===== src/rtl/uart_core_mc.sv =====
// Bus-mapped UART: TX/RX FIFOs, programmable frame format, 16x-oversampled RX, sticky errors.
// Optional macro UART_IRQ_EN adds the registered level interrupt and the CTRL irq enables.
module uart_core_mc_fifo #(
  parameter int DEPTH = 8,
  parameter int W     = 8
) (
  input  logic         clk,
  input  logic         rst_n,
  input  logic         push,
  input  logic         pop,
  input  logic [W-1:0] din,
  output logic [W-1:0] dout,
  output logic         empty,
  output logic         full
);
  localparam int AW = $clog2(DEPTH);

  logic [W-1:0]  mem [DEPTH];
  logic [AW-1:0] wr_ptr, rd_ptr;
  logic [AW:0]   count;
  logic          do_push, do_pop;

  assign empty   = (count == '0);
  assign full    = (count == (AW+1)'(DEPTH));
  assign do_pop  = pop & ~empty;
  // A full FIFO still accepts a push when the same clock pops.
  assign do_push = push & (~full | do_pop);
  assign dout    = mem[rd_ptr];

  always_ff @(posedge clk) begin
    if (do_push) mem[wr_ptr] <= din;
  end

  always_ff @(posedge clk or negedge rst_n) begin
    if (!rst_n) begin
      wr_ptr <= '0;
      rd_ptr <= '0;
      count  <= '0;
    end else begin
      if (do_push) wr_ptr <= wr_ptr + AW'(1);
      if (do_pop)  rd_ptr <= rd_ptr + AW'(1);
      count <= count + (AW+1)'(do_push) - (AW+1)'(do_pop);
    end
  end
endmodule

module uart_core_mc #(
  parameter int FIFO_DEPTH    = 8,
  parameter int MAX_DATA_BITS = 8,
  parameter int BAUD_WIDTH    = 16,
  parameter int BAUD_RESET    = 650
) (
  input  logic        clk,
  input  logic        rst_n,
  input  logic        io_bus_s_rd_en,
  input  logic        io_bus_s_wr_en,
  input  logic        io_bus_s_cs,
  input  logic [31:0] io_bus_s_address,
  input  logic [31:0] io_bus_s_wr_data,
  input  logic        uart_rx,
  output logic        uart_tx,
  output logic        irq,
  output logic [31:0] rd_data
);
  localparam int DW = MAX_DATA_BITS;
  localparam int BW = BAUD_WIDTH;
  localparam logic [3:0] MAXB = 4'(MAX_DATA_BITS);

  typedef enum logic [2:0] {S_IDLE, S_START, S_DATA, S_PARITY, S_STOP} state_t;

  logic [7:0] addr;
  logic       bus_rd, bus_wr, sel_data, sel_status, sel_baud, sel_ctrl;
  logic       unused_bits;
  assign addr        = io_bus_s_address[7:0];
  assign bus_rd      = io_bus_s_cs & io_bus_s_rd_en;
  assign bus_wr      = io_bus_s_cs & io_bus_s_wr_en;
  assign sel_data    = (addr == 8'h00);
  assign sel_status  = (addr == 8'h04);
  assign sel_baud    = (addr == 8'h08);
  assign sel_ctrl    = (addr == 8'h0C);
  assign unused_bits = ^{io_bus_s_address[31:8], io_bus_s_wr_data};

  // Control registers
  logic [BW-1:0] baud_r;
  logic [3:0]    data_bits;
  logic [1:0]    parity;
  logic          two_stop;
  logic [8:0]    ctrl_rd;
  logic [3:0]    db_in;
  assign db_in = io_bus_s_wr_data[3:0];

`ifdef UART_IRQ_EN
  logic rx_irq_en, tx_irq_en;
  assign ctrl_rd = {tx_irq_en, rx_irq_en, two_stop, parity, data_bits};
`else
  assign ctrl_rd = {2'b00, two_stop, parity, data_bits};
`endif

  always_ff @(posedge clk or negedge rst_n) begin
    if (!rst_n) begin
      baud_r    <= BW'(BAUD_RESET);
      data_bits <= MAXB;
      parity    <= 2'd0;
      two_stop  <= 1'b0;
`ifdef UART_IRQ_EN
      rx_irq_en <= 1'b0;
      tx_irq_en <= 1'b0;
`endif
    end else if (bus_wr) begin
      if (sel_baud) baud_r <= io_bus_s_wr_data[BW-1:0];
      if (sel_ctrl) begin
        data_bits <= (db_in < 4'd5 || db_in > MAXB) ? MAXB : db_in;
        parity    <= io_bus_s_wr_data[5:4];
        two_stop  <= io_bus_s_wr_data[6];
`ifdef UART_IRQ_EN
        rx_irq_en <= io_bus_s_wr_data[7];
        tx_irq_en <= io_bus_s_wr_data[8];
`endif
      end
    end
  end

  // Shared baud tick: one pulse per BAUD+1 clocks, phase restarted by a BAUD write.
  logic [BW-1:0] baud_cnt;
  logic          tick;
  assign tick = (baud_cnt == BW'(1));
  always_ff @(posedge clk or negedge rst_n) begin
    if (!rst_n)                    baud_cnt <= '0;
    else if (bus_wr && sel_baud)   baud_cnt <= '0;
    else if (baud_cnt >= baud_r)   baud_cnt <= '0;
    else                           baud_cnt <= baud_cnt + BW'(1);
  end

  // FIFOs
  logic          tx_pop, tx_empty, tx_full, tx_push;
  logic [DW-1:0] tx_dout;
  logic          rx_push, rx_pop, rx_empty, rx_full, rx_pop_eff;
  logic [DW-1:0] rx_dout, rx_push_dat;
  assign tx_push    = bus_wr & sel_data;
  assign rx_pop     = bus_rd & sel_data;
  assign rx_pop_eff = rx_pop & ~rx_empty;

  uart_core_mc_fifo #(.DEPTH(FIFO_DEPTH), .W(DW)) u_tx_fifo (
    .clk(clk), .rst_n(rst_n), .push(tx_push), .pop(tx_pop),
    .din(io_bus_s_wr_data[DW-1:0]), .dout(tx_dout), .empty(tx_empty), .full(tx_full)
  );
  uart_core_mc_fifo #(.DEPTH(FIFO_DEPTH), .W(DW)) u_rx_fifo (
    .clk(clk), .rst_n(rst_n), .push(rx_push), .pop(rx_pop),
    .din(rx_push_dat), .dout(rx_dout), .empty(rx_empty), .full(rx_full)
  );

  // TX engine
  state_t        tx_state;
  logic [3:0]    tx_tick, tx_bit, tx_nbits;
  logic [DW-1:0] tx_sh;
  logic [1:0]    tx_par;
  logic          tx_two, tx_stop2nd, tx_pacc, tx_busy;
  assign tx_busy = (tx_state != S_IDLE);
  // Next frame loads straight out of STOP so back-to-back frames have no idle gap.
  assign tx_pop = tick & ~tx_empty &
                  ((tx_state == S_IDLE) ||
                   (tx_state == S_STOP && tx_tick == 4'd15 && (!tx_two || tx_stop2nd)));

  always_ff @(posedge clk or negedge rst_n) begin
    if (!rst_n) begin
      tx_state <= S_IDLE; uart_tx <= 1'b1; tx_tick <= '0; tx_bit <= '0;
      tx_nbits <= MAXB; tx_sh <= '0; tx_par <= '0; tx_two <= 1'b0;
      tx_stop2nd <= 1'b0; tx_pacc <= 1'b0;
    end else if (tx_pop) begin
      tx_state <= S_START; uart_tx <= 1'b0; tx_tick <= '0;
      tx_sh <= tx_dout; tx_nbits <= data_bits; tx_par <= parity; tx_two <= two_stop;
    end else if (tick && tx_state != S_IDLE) begin
      tx_tick <= tx_tick + 4'd1;
      if (tx_tick == 4'd15) begin
        case (tx_state)
          S_START: begin
            tx_state <= S_DATA; uart_tx <= tx_sh[0]; tx_pacc <= tx_sh[0];
            tx_sh <= tx_sh >> 1; tx_bit <= 4'd1;
          end
          S_DATA: begin
            if (tx_bit == tx_nbits) begin
              if (tx_par[0] ^ tx_par[1]) begin
                tx_state <= S_PARITY; uart_tx <= tx_pacc ^ (tx_par == 2'd2);
              end else begin
                tx_state <= S_STOP; uart_tx <= 1'b1; tx_stop2nd <= 1'b0;
              end
            end else begin
              uart_tx <= tx_sh[0]; tx_pacc <= tx_pacc ^ tx_sh[0];
              tx_sh <= tx_sh >> 1; tx_bit <= tx_bit + 4'd1;
            end
          end
          S_PARITY: begin
            tx_state <= S_STOP; uart_tx <= 1'b1; tx_stop2nd <= 1'b0;
          end
          S_STOP: begin
            if (tx_two && !tx_stop2nd) tx_stop2nd <= 1'b1;
            else                       tx_state   <= S_IDLE;
          end
          default: tx_state <= S_IDLE;
        endcase
      end
    end
  end

  // RX engine
  logic          rx_meta, rx_s, rx_prev;
  state_t        rx_state;
  logic [3:0]    rx_tick, rx_bit, rx_nbits;
  logic [DW-1:0] rx_sh;
  logic [1:0]    rx_par;
  logic          rx_pacc, rx_perr_pend, rx_set_ferr, rx_set_perr;

  always_ff @(posedge clk or negedge rst_n) begin
    if (!rst_n) begin
      rx_meta <= 1'b1; rx_s <= 1'b1; rx_prev <= 1'b1;
      rx_state <= S_IDLE; rx_tick <= '0; rx_bit <= '0; rx_nbits <= MAXB;
      rx_sh <= '0; rx_par <= '0; rx_pacc <= 1'b0; rx_perr_pend <= 1'b0;
      rx_push <= 1'b0; rx_push_dat <= '0; rx_set_ferr <= 1'b0; rx_set_perr <= 1'b0;
    end else begin
      rx_meta     <= uart_rx;
      rx_s        <= rx_meta;
      rx_prev     <= rx_s;
      rx_push     <= 1'b0;
      rx_set_ferr <= 1'b0;
      rx_set_perr <= 1'b0;
      if (rx_state == S_IDLE) begin
        if (rx_prev && !rx_s) begin
          rx_state <= S_START; rx_tick <= '0; rx_bit <= '0; rx_sh <= '0;
          rx_pacc <= 1'b0; rx_perr_pend <= 1'b0;
          rx_nbits <= data_bits; rx_par <= parity;
        end
      end else if (tick) begin
        rx_tick <= rx_tick + 4'd1;
        case (rx_state)
          S_START: if (rx_tick == 4'd7) begin
            rx_tick  <= '0;
            rx_state <= rx_s ? S_IDLE : S_DATA;
          end
          S_DATA: if (rx_tick == 4'd15) begin
            rx_sh   <= rx_sh | (DW'(rx_s) << rx_bit);
            rx_pacc <= rx_pacc ^ rx_s;
            rx_bit  <= rx_bit + 4'd1;
            if (rx_bit == rx_nbits - 4'd1)
              rx_state <= (rx_par[0] ^ rx_par[1]) ? S_PARITY : S_STOP;
          end
          S_PARITY: if (rx_tick == 4'd15) begin
            rx_perr_pend <= rx_s ^ rx_pacc ^ (rx_par == 2'd2);
            rx_state     <= S_STOP;
          end
          S_STOP: if (rx_tick == 4'd15) begin
            rx_push     <= 1'b1;
            rx_push_dat <= rx_sh;
            rx_set_ferr <= ~rx_s;
            rx_set_perr <= rx_perr_pend;
            rx_state    <= S_IDLE;
          end
          default: rx_state <= S_IDLE;
        endcase
      end
    end
  end

  // Sticky error flags; a new error wins over a same-cycle W1C.
  logic       frame_err, parity_err, overrun, st_wr;
  logic [7:0] status;
  assign st_wr  = bus_wr & sel_status;
  assign status = {tx_busy, overrun, parity_err, frame_err, tx_full, tx_empty, rx_full, rx_empty};

  always_ff @(posedge clk or negedge rst_n) begin
    if (!rst_n) begin
      frame_err <= 1'b0; parity_err <= 1'b0; overrun <= 1'b0;
    end else begin
      frame_err  <= (frame_err  & ~(st_wr & io_bus_s_wr_data[4])) | rx_set_ferr;
      parity_err <= (parity_err & ~(st_wr & io_bus_s_wr_data[5])) | rx_set_perr;
      overrun    <= (overrun    & ~(st_wr & io_bus_s_wr_data[6])) |
                    (rx_push & rx_full & ~rx_pop_eff);
    end
  end

  always_ff @(posedge clk or negedge rst_n) begin
    if (!rst_n) rd_data <= '0;
    else if (bus_rd) begin
      if (sel_data)        rd_data <= rx_empty ? 32'd0 : 32'(rx_dout);
      else if (sel_status) rd_data <= 32'(status);
      else if (sel_baud)   rd_data <= 32'(baud_r);
      else if (sel_ctrl)   rd_data <= 32'(ctrl_rd);
      else                 rd_data <= 32'd0;
    end
  end

`ifdef UART_IRQ_EN
  always_ff @(posedge clk or negedge rst_n) begin
    if (!rst_n) irq <= 1'b0;
    else irq <= (rx_irq_en & (~rx_empty | frame_err | parity_err | overrun)) |
                (tx_irq_en & tx_empty & ~tx_busy);
  end
`else
  assign irq = 1'b0;
`endif
endmodule


===== config.mk =====
export PLATFORM = sky130hd
export DESIGN_NAME = uart_core_mc
export DESIGN_NICKNAME = d
export VERILOG_FILES = /design/src/rtl/uart_core_mc.sv
export SDC_FILE = /design/constraint.sdc
export NUM_CORES = 1
export LEC_CHECK = 0
export BUFFER_PORTS_ARGS = -buffer_cell sky130_fd_sc_hd__buf_2
export CORE_MARGIN = 1
export CORE_UTILIZATION = 60
export DETAILED_ROUTE_END_ITERATION = 16
export PLACE_DENSITY = 0.8
export REMOVE_ABC_BUFFERS = 1
export SLEW_MARGIN = 15
export SYNTH_ARGS = -nofsm -noshare
export SYNTH_HDL_FRONTEND = slang
export SYNTH_SLANG_ARGS = --single-unit
export TNS_END_PERCENT = 5

===== constraint.sdc =====
create_clock -name clk -period 7 [get_ports clk]
set_clock_uncertainty 0.2 [all_clocks]
set_input_delay 0.35 -clock clk [delete_from_list [all_inputs] [get_ports clk]]
set_output_delay 0.35 -clock clk [all_outputs]
set_load 0.01 [all_outputs]

==> out/qor.yml <==
die_w_um: 148
endpoint: "u_tx_fifo.mem[6][5]"
leakagePower_uw: 0.00597
start_util: 0.621
cts_sinks: 276
reg2reg_slack_ps: 3480
crit_family: "simple AND/OR/NAND/NOR gates"
rr_worst_depth: 7
synth_top_family_by_area: "simple AND/OR/NAND/NOR gates"
cts_tree: "yes"
avgSynthCellArea_um2: 12.8
synthCells: 994
ys_ff_latch: 276
worstMarginPinSlew_ps: 1110
critPathCaptureType: "register"
grt_pass1_wl_um: 41900
crit_fanout: 21
switching_share: 0.266
status: "completed"
grt_max_degree: 94
wirelength_um: 25800
dp_slack_ps: 3040
yosys.area_share.simple: 0.116
htreeDepth: 1
vdd_ir_drop_max_v: 0.000303
fin_setup_tns_ps: 0
met3_usage: 0.0287
synthMuxAreaShare: 0.101
hold_viol: 0
clock_power_share: 0.372
seqPwrFrac: 0.470
hold_path_class: "input pin to register"
antenna_found_initial: 1
required_ps: 6950
period_needed_ps: 3520
power_density_nw_per_um2: 289
crit_chain: "nor3_1 > nand4_2 > nor3_4 > o211ai_2 > inv_2 > nand2_1 > nor3b_2"
synthXorXnorAreaFrac: 0.0302
worstReg2RegStart: "baud_cnt[12]"
met1_usage: 0.324
clkTransAtPathRegs_ps: 60
final-max-slew-violation-count: 0
clk-insertion-delay-late_ps: 530
area.growth.synth_to_final_pct: 12.3
layout_common_cells: "dfrtp_1 (137), edfxtp_1 (128), nand2_1 (111)"
viasPerCell: 5.94
met2_usage: 0.430
slew_headroom: 0.252
rsz0062_at_grt: "no"
wl_per_cell_um: 19.2
path_buf_inv: 1
synth_area_leaders: "edfxtp_1 (30%), dfrtp_1 (27%), mux4_2 (5.6%), ha_1 (4.0%), nand2_1 (3.3%)"
drt-initial-drc-count: 478
slowest_delay_ps: 630
critPathKind: "register to register"
cp_num_cells: 7
startpoint: "baud_cnt[12]"
drc: 0
rows: 52
final_nets: 1164
dieArea_um2: 21900
fin_area_um2: 14300
startpoint_type: "register"
overflow: 0
yosysWarnings: 0
period_share: 0.503
synth_flop_cell: "dfrtp_1"
synth-compound-area-share: 0.0790
antenna_left: 0
gr-max-usage-layer: "met2"
core_um2: 20600
chipHeight_um: 148
layout_commonest_cell: "dfrtp_1"
p_int_uw: 3040
drive_gt1_frac: 0.185
synth.largest_area_cell: "edfxtp_1"
place_area_um2: 13200
synthAdderAreaFrac: 0.0433
postLayoutSetupSlackWorst_ps: 3480
fin_util: 0.697
netlist_area_um2: 12800
synth.distinct_cells: 79
clock.fmax_ghz: 0.284
cts_buffer_depth: 3
cts_made_buffers: 27
num_vias: 7967
slowest_stage: "nor3b_2"
r2r-end: "u_tx_fifo.mem[6][5]"
synth_edf_count: 128
postCtsHoldBufs: 17
firstDrtPassIters: 5
cts_setup_buffers: 0
setup_viol_count_final: 0
gp_congestion: 0.847
maxCapViolCount: 0
io_buffers: 46
ctsResizeCount: 0
clock-root-buffer: "clkbuf_16"
netSwitchingPower_uw: 1100
io_pins: 104
worst_ep_arrival_time_ps: 3470
synth_top_cell_area_share: 0.301
grt_usage: 0.247
comb_power_share: 0.158
async_reset_ff_frac: 0.536
place_hpwl_um: 17300
yosysSeqAreaShare: 0.592
grt_pass1_vias: 8085
metrics by stage:
stage,total power [µW],cells,hold WS (ps)
floorplan,2410,948,-146
global placement,2590,1275,147
detailed placement,2620,1275,149
CTS,4160,1341,0.199
global route,4320,1342,2.12
finish,4140,1342,10.8
sequential cells by signal (all words and copies together), names as in the netlist, 3 cells and up:
| register | count |
|---|---|
| tx_nbits | 4 |
| rx_sh | 8 |
| u_tx_fifo.rd_ptr | 3 |
| rx_tick | 4 |
| u_rx_fifo.count | 4 |
| tx_tick | 4 |
| tx_sh | 8 |
| data_bits | 4 |
| baud_cnt | 16 |
| tx_state | 3 |
| rx_bit | 4 |
| rx_state | 3 |
| rx_nbits | 4 |
| u_rx_fifo.wr_ptr | 3 |
| rx_push_dat | 8 |
| rd_data | 16 |
| u_tx_fifo.count | 4 |
| tx_bit | 4 |
| u_rx_fifo.rd_ptr | 3 |
| u_rx_fifo.mem | 64 |
| baud_r | 16 |
| u_tx_fifo.mem | 64 |
| u_tx_fifo.wr_ptr | 3 |
per-layer routing:
| metal | share of wire | vias to the layer above | routed length (µm) |
|---|---|---|---|
| li1 | - | 3726 | - |
| met1 | 0.42 | 4008 | 10800 |
| met2 | 0.52 | 185 | 13300 |
| met3 | 0.037 | 48 | 947 |
| met4 | 0.029 | 0 | 752 |
| met5 | 0 | - | 0 |
cells by family after synthesis:
family	Yosys count
AND/OR/NAND/NOR	292
buffers and inverters	104
multiplexers	84
XOR/XNOR	44
other	1
AO/OA/AOI/OAI	150
flip-flops	276
adder cells (fa/ha/maj)	43
synth_stat cells (22+ instances only):
library cell,number
nand2_1,111
inv_1,39
o21ai_0,41
clkbuf_1,31
mux2_2,28
xnor2_1,22
dfrtp_1,137
nor2_1,56
edfxtp_1,128
mux4_2,32
xor2_1,22
ha_1,41
nor3_1,22
worst min path at each step:
stage / start / end / slack, ps / cells after the start
finish: io_bus_s_wr_data[5] / u_tx_fifo.mem[2][5] / 10 / 1
global route: io_bus_s_wr_data[5] / u_tx_fifo.mem[7][5] / 2 / 1
CTS: io_bus_s_wr_data[5] / u_tx_fifo.mem[7][5] / 0.2 / 1
detailed placement: rx_meta / rx_s / 150 / 0
global placement: rx_meta / rx_s / 150 / 0
floorplan: rst_n / baud_cnt[0] / -150 / 0
power groups by stage:
stage               logic, µW  clock network, µW  registers [µW]
global route              732               1620            1960
CTS                       662               1560            1940
finish                    656               1540            1940
detailed placement        650                  0            1970
floorplan                 479                  0            1930
global placement          623                  0            1970
cell type report:
| type | count | area [µm²] |
|---|---|---|
| Tap cell | 270 | 338 |
| Clock buffer | 36 | 766 |
| Timing Repair Buffer | 74 | 489 |
| Sequential cell | 276 | 7560 |
| Inverter | 42 | 158 |
| Antenna cell | 1 | 2.50 |
| Multi-Input combinational cell | 630 | 4820 |
| Clock inverter | 13 | 194 |
| Fill cell | 1412 | 6230 |
No activity file was read; power rests on OpenSTA's default activity.
